==> config.mk <==
export PLATFORM = sky130hd
export DESIGN_NAME = rvlab_jtag_dtm
export DESIGN_NICKNAME = d
export VERILOG_FILES = /design/src/rtl/rvlab_jtag_dtm.sv
export SDC_FILE = /design/constraint.sdc
export NUM_CORES = 1
export LEC_CHECK = 0
export CORE_UTILIZATION = 40
export DETAILED_ROUTE_END_ITERATION = 6
export GPL_ROUTABILITY_DRIVEN = 0
export SKIP_LAST_GASP = 1
export SLEW_MARGIN = 20
export SYNTH_ARGS = -nofsm -noshare
export SYNTH_HDL_FRONTEND = slang
export SYNTH_SLANG_ARGS = --single-unit
export TNS_END_PERCENT = 1
==> constraint.sdc <==
create_clock -name clk_i -period 2.3 [get_ports clk_i]
set_clock_uncertainty 0.15 [all_clocks]
set_input_delay 0.23 -clock clk_i [delete_from_list [all_inputs] [get_ports clk_i]]
set_output_delay 0.23 -clock clk_i [all_outputs]
set_load 0.01 [all_outputs]
==> src/rtl/rvlab_jtag_dtm.sv <==
// rtl/rvlab_jtag_dtm.sv - RISC-V debug transport module with a clk-oversampled JTAG TAP
// Provides IDCODE/DTMCS/DMI/BYPASS and turns DMI scans into a valid/ready request/response port.
module rvlab_jtag_dtm #(
    parameter logic [31:0] IDCODE    = 32'h249511C3,
    parameter int          ABITS     = 7,
    parameter int          IDLE_HINT = 1
) (
    input  logic             clk_i,
    input  logic             rst_i,
    input  logic             jtag_tck_i,
    input  logic             jtag_tms_i,
    input  logic             jtag_tdi_i,
    input  logic             jtag_trst_ni,
    output logic             jtag_tdo_o,
    output logic             dmi_req_valid_o,
    input  logic             dmi_req_ready_i,
    output logic [ABITS-1:0] dmi_req_addr_o,
    output logic [1:0]       dmi_req_op_o,
    output logic [31:0]      dmi_req_data_o,
    input  logic             dmi_rsp_valid_i,
    output logic             dmi_rsp_ready_o,
    input  logic [31:0]      dmi_rsp_data_i,
    input  logic [1:0]       dmi_rsp_resp_i,
    output logic             dmi_hardreset_o
);

    localparam int         DMI_W     = ABITS + 34;
    localparam logic [4:0] IR_IDCODE = 5'h01;
    localparam logic [4:0] IR_DTMCS  = 5'h10;
    localparam logic [4:0] IR_DMI    = 5'h11;

    typedef enum logic [3:0] {
        TEST_LOGIC_RESET, RUN_TEST_IDLE,
        SELECT_DR, CAPTURE_DR, SHIFT_DR, EXIT1_DR, PAUSE_DR, EXIT2_DR, UPDATE_DR,
        SELECT_IR, CAPTURE_IR, SHIFT_IR, EXIT1_IR, PAUSE_IR, EXIT2_IR, UPDATE_IR
    } tap_state_e;

    logic [1:0] tck_sync, tms_sync, tdi_sync, trst_sync;
    logic       tck_prev;
    logic       tck_rise, tck_fall, tms, tdi, tap_rst;

    tap_state_e state, state_next;
    logic capture_dr, shift_dr, update_dr, capture_ir, shift_ir, update_ir;

    logic [4:0]       ir, ir_sr;
    logic             sel_idcode, sel_dtmcs, sel_dmi;
    logic [DMI_W-1:0] dr_sr, dr_shifted, dr_capture;
    logic [31:0]      dtmcs_value;

    logic             busy, req_valid, hardreset, tdo;
    logic [1:0]       sticky, sticky_eff, req_op;
    logic [ABITS-1:0] last_addr, req_addr;
    logic [31:0]      last_data, req_data;
    logic             rsp_fire, busy_eff, dr_update;
    logic [1:0]       upd_op;
    logic [31:0]      upd_data;
    logic [ABITS-1:0] upd_addr;

    always_ff @(posedge clk_i) begin
        if (rst_i) begin
            tck_sync  <= '0;
            tms_sync  <= '0;
            tdi_sync  <= '0;
            trst_sync <= '0;
            tck_prev  <= 1'b0;
        end else begin
            tck_sync  <= {tck_sync[0], jtag_tck_i};
            tms_sync  <= {tms_sync[0], jtag_tms_i};
            tdi_sync  <= {tdi_sync[0], jtag_tdi_i};
            trst_sync <= {trst_sync[0], jtag_trst_ni};
            tck_prev  <= tck_sync[1];
        end
    end

    assign tck_rise = tck_sync[1] & ~tck_prev;
    assign tck_fall = ~tck_sync[1] & tck_prev;
    assign tms      = tms_sync[1];
    assign tdi      = tdi_sync[1];
    assign tap_rst  = rst_i | ~trst_sync[1];

    always_ff @(posedge clk_i) begin
        if (tap_rst) begin
            state <= TEST_LOGIC_RESET;
        end else if (tck_rise) begin
            state <= state_next;
        end
    end

    always_comb begin
        state_next = state;
        unique case (state)
            TEST_LOGIC_RESET: state_next = tms ? TEST_LOGIC_RESET : RUN_TEST_IDLE;
            RUN_TEST_IDLE:    state_next = tms ? SELECT_DR : RUN_TEST_IDLE;
            SELECT_DR:        state_next = tms ? SELECT_IR : CAPTURE_DR;
            CAPTURE_DR:       state_next = tms ? EXIT1_DR : SHIFT_DR;
            SHIFT_DR:         state_next = tms ? EXIT1_DR : SHIFT_DR;
            EXIT1_DR:         state_next = tms ? UPDATE_DR : PAUSE_DR;
            PAUSE_DR:         state_next = tms ? EXIT2_DR : PAUSE_DR;
            EXIT2_DR:         state_next = tms ? UPDATE_DR : SHIFT_DR;
            UPDATE_DR:        state_next = tms ? SELECT_DR : RUN_TEST_IDLE;
            SELECT_IR:        state_next = tms ? TEST_LOGIC_RESET : CAPTURE_IR;
            CAPTURE_IR:       state_next = tms ? EXIT1_IR : SHIFT_IR;
            SHIFT_IR:         state_next = tms ? EXIT1_IR : SHIFT_IR;
            EXIT1_IR:         state_next = tms ? UPDATE_IR : PAUSE_IR;
            PAUSE_IR:         state_next = tms ? EXIT2_IR : PAUSE_IR;
            EXIT2_IR:         state_next = tms ? UPDATE_IR : SHIFT_IR;
            UPDATE_IR:        state_next = tms ? SELECT_DR : RUN_TEST_IDLE;
            default:          state_next = TEST_LOGIC_RESET;
        endcase
    end

    always_comb begin
        capture_dr = (state == CAPTURE_DR);
        shift_dr   = (state == SHIFT_DR);
        update_dr  = (state == UPDATE_DR);
        capture_ir = (state == CAPTURE_IR);
        shift_ir   = (state == SHIFT_IR);
        update_ir  = (state == UPDATE_IR);
    end

    always_ff @(posedge clk_i) begin
        if (tap_rst) begin
            ir    <= IR_IDCODE;
            ir_sr <= 5'b00001;
        end else if (tck_rise) begin
            if (capture_ir) ir_sr <= 5'b00001;
            if (shift_ir)   ir_sr <= {tdi, ir_sr[4:1]};
            if (update_ir)  ir    <= ir_sr;
            if (state_next == TEST_LOGIC_RESET) ir <= IR_IDCODE;
        end
    end

    assign sel_idcode  = (ir == IR_IDCODE);
    assign sel_dtmcs   = (ir == IR_DTMCS);
    assign sel_dmi     = (ir == IR_DMI);
    assign dtmcs_value = {17'd0, 3'(IDLE_HINT), sticky, 6'(ABITS), 4'd1};

    // Shorter registers share the low bits of one shift register; TDI enters at the selected length.
    always_comb begin
        dr_shifted = {1'b0, dr_sr[DMI_W-1:1]};
        if (sel_dmi) begin
            dr_shifted[DMI_W-1] = tdi;
        end else if (sel_idcode || sel_dtmcs) begin
            dr_shifted[31] = tdi;
        end else begin
            dr_shifted[0] = tdi;
        end
    end

    always_comb begin
        dr_capture = '0;
        if (sel_idcode) begin
            dr_capture[31:0] = IDCODE;
        end else if (sel_dtmcs) begin
            dr_capture[31:0] = dtmcs_value;
        end else if (sel_dmi) begin
            dr_capture = {last_addr, last_data, (busy ? 2'd3 : sticky)};
        end
    end

    always_ff @(posedge clk_i) begin
        if (rst_i) begin
            dr_sr <= '0;
        end else if (tck_rise) begin
            if (capture_dr) begin
                dr_sr <= dr_capture;
            end else if (shift_dr) begin
                dr_sr <= dr_shifted;
            end
        end
    end

    always_ff @(posedge clk_i) begin
        if (tap_rst) begin
            tdo <= 1'b0;
        end else if (tck_fall) begin
            tdo <= shift_ir ? ir_sr[0] : (shift_dr ? dr_sr[0] : 1'b0);
        end
    end

    assign upd_op    = dr_sr[1:0];
    assign upd_data  = dr_sr[33:2];
    assign upd_addr  = dr_sr[DMI_W-1:34];
    assign rsp_fire  = dmi_rsp_valid_i & dmi_rsp_ready_o;
    assign dr_update = tck_rise & update_dr & ~tap_rst;
    // A response landing in the same clk as an update is accounted for before the update is judged.
    assign busy_eff   = busy & ~rsp_fire;
    assign sticky_eff = (rsp_fire && dmi_rsp_resp_i != 2'd0) ? 2'd2 : sticky;

    always_ff @(posedge clk_i) begin
        if (rst_i) begin
            busy      <= 1'b0;
            req_valid <= 1'b0;
            hardreset <= 1'b0;
            sticky    <= 2'd0;
            last_addr <= '0;
            last_data <= '0;
            req_addr  <= '0;
            req_op    <= 2'd0;
            req_data  <= '0;
        end else begin
            hardreset <= 1'b0;
            if (req_valid && dmi_req_ready_i) req_valid <= 1'b0;
            if (rsp_fire) begin
                busy      <= 1'b0;
                last_addr <= req_addr;
                last_data <= (req_op == 2'd1) ? dmi_rsp_data_i : req_data;
                if (dmi_rsp_resp_i != 2'd0) sticky <= 2'd2;
            end
            if (dr_update && sel_dtmcs && (dr_sr[16] || dr_sr[17])) sticky <= 2'd0;
            if (dr_update && sel_dtmcs && dr_sr[17]) begin
                busy      <= 1'b0;
                req_valid <= 1'b0;
                hardreset <= 1'b1;
            end
            if (dr_update && sel_dmi && (upd_op == 2'd1 || upd_op == 2'd2) && sticky_eff == 2'd0) begin
                if (busy_eff) begin
                    sticky <= 2'd3;
                end else begin
                    busy      <= 1'b1;
                    req_valid <= 1'b1;
                    req_addr  <= upd_addr;
                    req_op    <= upd_op;
                    req_data  <= upd_data;
                end
            end
        end
    end

    assign jtag_tdo_o      = tdo;
    assign dmi_req_valid_o = req_valid;
    assign dmi_req_addr_o  = req_addr;
    assign dmi_req_op_o    = req_op;
    assign dmi_req_data_o  = req_data;
    assign dmi_rsp_ready_o = busy & ~req_valid;
    assign dmi_hardreset_o = hardreset;

endmodule

---- Yosys cells after proc, flatten, opt, wreduce, memory -nomap -nowiden ----
Cells that the tools add are included.
cells by class
  equal/unequal tests ..................... 21
  mux-type cells .......................... 48
  bitwise gates (word level) .............. 15
  reduce and logical (&&, ||, !) cells .... 25
operators by type and width
  kind                count
  $mux 41             3
  $mux 32             3
  $pmux 4 s12         1
  $eq 4x4->1 const B  8
  $mux 2              10
  $mux 5              4
  $mux 1              19
  $mux 9              2
  $eq 4x3->1 const B  4
  $mux 4              4
  $eq 5x5->1 const B  2
  $eq 4x2->1 const B  2
  $logic_and 1x1->1   8
  $logic_not 4->1     2
  $reduce_and 2->1    4
  $reduce_bool 2->1   4
  $and 1x1->1         7
  $not 1->1           7
  $mux 3              2
  $eq 5x1->1 const B  1
  $eq 2x1->1 const B  2
  $eq 4x1->1 const B  1
  $reduce_or 2->1     2
  $logic_or 1x1->1    3
  4 further kinds     4
storage, ports and cells
  register bits ........................... 150

---- Longest topological paths before layout ----
Gate-level depths: netlist of the first run.
  depth in word-level cells ............... 9
  mapped depth ............................ 6
  gate-level depth less buffers ........... 4

---- Worst setup path before layout of the first run ----
OpenSTA, ideal clock, no wires.
  path kind ............................... register to register
  start ................................... register ir[0]
  end ..................................... register sticky[0]
  arrival ................................. 1656 ps
  path slack .............................. 361 ps
  stages on the path, launching flop included .. 6
  buffers on the path ..................... 1
  period minus slack after synthesis ...... 1939 ps
  cell sequence ........................... dfxtp_1 -> clkbuf_1 -> or4_1 -> or4_4 -> o21ai_0 -> a21oi_1
on the way
  longest elaborated chain between the ends .. 6
RTL lines
  what                            line  source
  start: declaration              45    logic [4:0] ir, ir_sr;
  start signal: assignment        128   if (update_ir) ir <= ir_sr;
  $eq 5x5->1                      134   assign sel_dtmcs = (ir == IR_DTMCS);
  $logic_and 1x1->1 (2 in a row)  210   if (dr_update && sel_dtmcs && (dr_sr[16] || dr_sr[17])) sticky <= 2'd0;
  $mux 2                          210
  $mux 2                          217   if (busy_eff) begin
  $mux 2 *                        216   if (dr_update && sel_dmi && (upd_op == 2'd1 || upd_op == 2'd2) && sticky_eff == 2'd0) begin
  end signal: assignment          208   if (dmi_rsp_resp_i != 2'd0) sticky <= 2'd2;
  end signal: assignment          210
  end signal: assignment          218   sticky <= 2'd3;
  end: declaration                51    logic [1:0] sticky, sticky_eff, req_op;
Every way passes the cells marked *; elsewhere a longest branch is shown, timed or not.
A chain may end at the register's enable or synchronous reset.

---- Final worst setup path of the first run ----
  start ................................... input port rst_i
  end ..................................... register req_data[6], in the netlist dmi_req_data_o[6]
on the way
  longest elaborated chain between the ends .. 7
RTL lines
  what                               line  source
  start: declaration                 9     input logic rst_i,
  $or 1x1->1                         79    assign tap_rst = rst_i | ~trst_sync[1];
  $not 1->1                          185   assign dr_update = tck_rise & update_dr & ~tap_rst;
  $and 1x1->1                        185
  $logic_and 1x1->1 (3 in a row)     216
  $reduce_and 2->1 (no source line)  --
  end signal: assignment             224   req_data <= upd_data;
  end: declaration                   53    logic [31:0] last_data, req_data;
Several ways; a longest one is shown, not always the timed one.

==> impl_metrics.json, run 1 <==
{
  "status": "completed",
  "relSlewSlack_pct": 57.1,
  "antenna_found_initial": 0,
  "crit_path_end_kind": "register",
  "yosysMostFrequentCell": "dfxtp_1",
  "hold_path_class": "input port to register",
  "syn2layout_area_growth_pct": 27.5,
  "fmax_ghz": 0.478,
  "synth_area_leader_cell": "dfxtp_1",
  "grt_max_degree": 139,
  "drt_wl_total_mm": 16.4,
  "startpoint_type": "input port",
  "finalHoldViolations": 0,
  "cts_tree": "done",
  "drtPass1Iterations": 4,
  "start_util_pct": 41.5,
  "cts_buffers": 17,
  "cts_hold_buffers": 1,
  "instances_no_fill": 1036,
  "ir_drop_uv": 583,
  "drcViolationCount": 0,
  "whs_ns": 0.218,
  "post_cts_buffers": 0,
  "ys_ff_latch": 150,
  "cp_max_fo": 23,
  "synth-seq-area-share_pct": 44.9,
  "final_util_pct": 52.9,
  "netlist_area_um2": 6690,
  "setup_viol": 0,
  "avgViaCountPerCell": 5.34,
  "postSynthAreaPerCell_um2": 9.04,
  "cts_buffer_depth": 2,
  "clk_latency_ns": 0.42,
  "clk_pin_slew_worst_paths_ns": 0.06,
  "yosys_warnings": 0,
  "yosys-top-cells-area": "dfxtp_1 45%, mux2i_1 11%, nand2b_1 9.1%",
  "crit_required_ns": 2.49,
  "netlist.area_leader.share_pct": 44.9,
  "io_pins": 87,
  "synth.distinct_cells": 49,
  "diodes": 0,
  "die_y_um": 131,
  "finalCriticalPeriod_ns": 2.09,
  "vias": 5533,
  "die_w_um": 131,
  "worst_pin_slew_ns": 0.637,
  "synthFlopType": "dfxtp_1",
  "grt_overflow": 0,
  "crit_path_top_delay_cell": "dlygate4sd3_1",
  "finalSetupTns_ns": 0,
  "crit_path_cell_trace": "dlygate4sd3_1 > buf_4 > nor2b_1 > nand3_1 > nor4_4 > buf_12 > mux2i_1",
  "syn-instance-count": 740,
  "timing.final.crit_share_pct": 91.0,
  "synth_edf_count": 0,
  "grt_use_total_pct": 19.6,
  "ctsResizeCount": 0,
  "drtIter0Drc": 362,
  "maxSlewViolCount": 0,
  "drive_gt1_share_pct": 8.78,
  "cp.arrival_ns": 2.28,
  "design_area_um2": 8530,
  "core_um2": 16100,
  "dp_hpwl_mm": 10.7,
  "grt_pass1_wl_mm": 27.4,
  "post_dp_cell_area_um2": 7880,
  "cts_root_buf": "clkbuf_16",
  "cellLeakagePower_nw": 2.64,
  "critical_path_class": "input port to register",
  "fin_nets": 851,
  "rsz0062_at_grt": "false",
  "htreeDepth": 4,
  "first_global_vias": 5356,
  "numClockSinks": 150,
  "crit_path_max_incr_delay_ns": 0.54,
  "synth_common_cells": "150 x dfxtp_1, 97 x nand2b_1, 88 x nor2_1",
  "maxCapViolations": 0,
  "dp.cells": 1005,
  "drtAntennaViolNets": 0,
  "powerDensity_nw_per_um2": 675,
  "synthArstFlopShare_pct": 0,
  "syn_nets": 782,
  "std_cell_rows": 46,
  "io_buffer_count": 86,
  "wire_per_inst_um": 15.8,
  "dieArea_um2": 17200
}
==> layout by cell type, fill, tap and decap left out, types with 5 or more instances in the layout <==
cell type and instances:
a211oi_1 38, a21oi_1 24, a221oi_1 37, buf_12 7
buf_4 22, clkbuf_16 17, clkbuf_8 5, clkdlybuf4s50_1 85
dfxtp_1 150, mux2i_1 74, nand2_1 25, nand2b_1 97
nand3_1 7, nand3b_1 5, nor2_1 88, nor2b_1 17
nor3_1 44, nor3b_1 5, o21ai_0 10, or3_1 5
==> sequential cells by signal (all words and copies together) (netlist names), 4 cells and up <==
name,flops
dr_sr,41
ir,5
ir_sr,5
dmi_req_data_o,32
dmi_req_addr_o,7
last_data,32
last_addr,7
state,4
==> power by group <==
part           switching (mW)  internal [mW]
clock network            1.04           1.94
logic                  0.0628         0.0991
registers             0.00600           2.61
total                    1.11           4.65
==> kinds of logic (layout without fill, tap and decap cells) <==
family                 count (synthesis)  count (layout)  synth area share, %
AO/OA/AOI/OAI                        132             132                 14.5
XOR/XNOR                               3               3                0.393
multiplexers                          77              77                 11.6
buffers and inverters                 69             149                 4.23
AND/OR/NAND/NOR                      309             309                 24.4
flip-flops                           150             150                 44.9
==> layer usage <==
metal  vias to the layer above  global-route usage [%]  wire (µm)
met3                        13                    4.01        679
met1                      2631                    27.0       7950
met2                       121                    29.9       7570
met5                         -                       0          0
met4                         0                    7.49        170
li1                       2768                       -          -
==> layout make-up <==
cell class,instances,area (µm²)
sequential,150,3000
fill,1479,7590
clock buffer,22,494
multi-input combinational,521,3430
tap,216,270
timing repair buffer,115,1170
clock inverter,8,145
inverter,4,15.0
==> worst max-delay path: cells and delay by family <==
family	cells	cell delay, ns
multiplexers	1	0.23
buffers and inverters	3	0.99
AND/OR/NAND/NOR	3	0.83
==> worst paths after layout <==
check	depth (start not counted)	endpoint	slack, ns	start
max	7	dmi_req_data_o[6]	0.21	rst_i
min	2	tms_sync[0]	0.22	jtag_tms_i
max reg2reg	6	dmi_req_data_o[6]	0.23	state[0]
min reg2reg	1	tck_sync[1]	0.29	tck_sync[0]
==> through the flow <==
| step | power [mW] | setup slack [ns] |
|---|---|---|
| final | 5.76 | 0.208 |
| after global routing | 5.93 | 0.0599 |
| after CTS | 5.81 | 0.182 |
| after detailed placement | 2.83 | 0.130 |
| after global placement | 2.83 | 0.205 |
| after floorplan | 2.74 | 0.361 |
Note: power is estimated with default switching activity, not from simulation.
==> inputs of run 2 (changes only) <==
Clock period 2.3 ns to 2.17 ns, I/O delays scaled along.
==> impl_metrics.json, run 2 (same netlist as run 1, synthesis figures left out) <==
{
  "drtIter0Drc": 383,
  "crit_path_top_delay_cell": "or3b_1",
  "fin_nets": 856,
  "status": "completed",
  "io_buffer_count": 86,
  "cts_buffer_depth": 2,
  "cp.arrival_ns": 2.22,
  "antenna_found_initial": 0,
  "use_met2_pct": 31.8,
  "drtPass1Iterations": 4,
  "first_global_vias": 5507,
  "crit_path_cell_trace": "or3b_1 > a211o_1 > buf_4 > a221oi_1 > nor3_1",
  "fmax_ghz": 0.480,
  "crit_path_max_incr_delay_ns": 0.44,
  "dp.cells": 1009,
  "drive_gt1_share_pct": 8.85,
  "hold_path_class": "input port to register",
  "cts_tree": "done",
  "grt_pass1_wl_mm": 28.0,
  "dp_hpwl_mm": 11.0,
  "critical_path_class": "register to register",
  "cp_max_fo": 27,
  "die_y_um": 131,
  "relSlewSlack_pct": 54.4,
  "met1_usage_pct": 26.6,
  "grtUsageMet3_pct": 4.55,
  "drtAntennaViolNets": 0,
  "crit_path_end_kind": "register",
  "final_util_pct": 52.7,
  "path_delay_family": "compound AO/OA/AOI/OAI gates",
  "dieArea_um2": 17200,
  "diodes": 0,
  "powerDensity_nw_per_um2": 683,
  "top_register": "dr_sr",
  "largest_reg_flops": 41,
  "start_util_pct": 41.5,
  "cts_root_buf": "clkbuf_16",
  "cellLeakagePower_nw": 2.64,
  "avgViaCountPerCell": 5.33,
  "worst_pin_slew_ns": 0.680,
  "finalHoldViolations": 0,
  "std_cell_rows": 46,
  "numClockSinks": 150,
  "clk_latency_ns": 0.43,
  "timing.final.crit_share_pct": 96.0,
  "clk_pin_slew_worst_paths_ns": 0.06,
  "final_common_cell": "dfxtp_1",
  "path_buf_inv": 1,
  "finalCriticalPeriod_ns": 2.08,
  "drt_wl_total_mm": 16.9,
  "worstReg2RegStart": "state[2]",
  "crit_required_ns": 2.31,
  "grt-busiest-layer": "met2",
  "setup_viol": 0,
  "grt_overflow": 0,
  "final_cell_mix": "150 x dfxtp_1, 97 x nand2b_1, 87 x nor2_1",
  "io_pins": 87,
  "drcViolationCount": 0,
  "startpoint_type": "register",
  "design_area_um2": 8490,
  "maxCapViolations": 0,
  "grt_max_degree": 145,
  "post_dp_cell_area_um2": 7910,
  "htreeDepth": 4,
  "fin_total_pwr_mw": 5.80,
  "grt_use_total_pct": 20.1,
  "vias": 5550,
  "maxSlewViolCount": 0,
  "rsz0062_at_grt": "true",
  "syn2layout_area_growth_pct": 27.0,
  "min-delay-start": "jtag_tdi_i",
  "die_w_um": 131,
  "cp-startpoint": "state[2]",
  "ir_drop_uv": 536,
  "wire_per_inst_um": 16.2,
  "core_um2": 16100,
  "instances_no_fill": 1041,
  "cts_buffers": 17
}
==> run 2: cell count changes in the layout (fill, tap and decap cells not counted), moves of 2 or more <==
cell        previous run  this run
clkbuf_8               5         3
clkbuf_1               0         6
buf_4                 22        27
clkinvlp_4             2         0
bufinv_16              4         2
==> run 2: layout make-up <==
class | instances | area (µm²)
Inverter | 4 | 15.0
Fill cell | 1504 | 7620
Tap cell | 216 | 270
Multi-Input combinational cell | 521 | 3440
Clock inverter | 4 | 70.1
Clock buffer | 26 | 489
Sequential cell | 150 | 3000
Timing Repair Buffer | 120 | 1200
==> run 2: repair_timing <==
action,4_1_cts,5_1_grt
setup buffers,0,1
resized for setup,0,2
endpoints found under the hold margin,5,0
hold buffers,1,0
setup endpoints to repair,0,44
==> run 2: where the power goes <==
part | internal, mW | switching (mW)
sequential | 2.76 | 0.00660
clock | 1.77 | 1.08
combinational | 0.106 | 0.0681
total | 4.64 | 1.16
==> run 2: routing by layer <==
layer | vias up | part of all wire (%)
met4 | 0 | 1.5
met3 | 20 | 3.5
met2 | 115 | 47
met1 | 2645 | 48
li1 | 2770 | -
met5 | - | 0
==> run 2: path summary, 6_finish.rpt <==
path | slack [ns] | cells after the start | to
setup reg to reg | 0.09 | 5 | dr_sr[6]
hold / removal | 0.20 | 2 | tdi_sync[0]
hold reg to reg | 0.29 | 1 | tdi_sync[1]
setup / recovery | 0.09 | 5 | dr_sr[6]
==> run 2: per-stage QoR <==
stage          setup WS (ns)  hold WS (ns)  setup TNS (ns)
2_1_floorplan          0.231         0.189               0
3_3_place_gp          0.0743         0.269               0
3_5_place_dp          0.0513         0.279               0
4_1_cts               0.0300         0.187               0
5_1_grt              -0.0176         0.192         -0.0334
6_report              0.0857         0.197               0
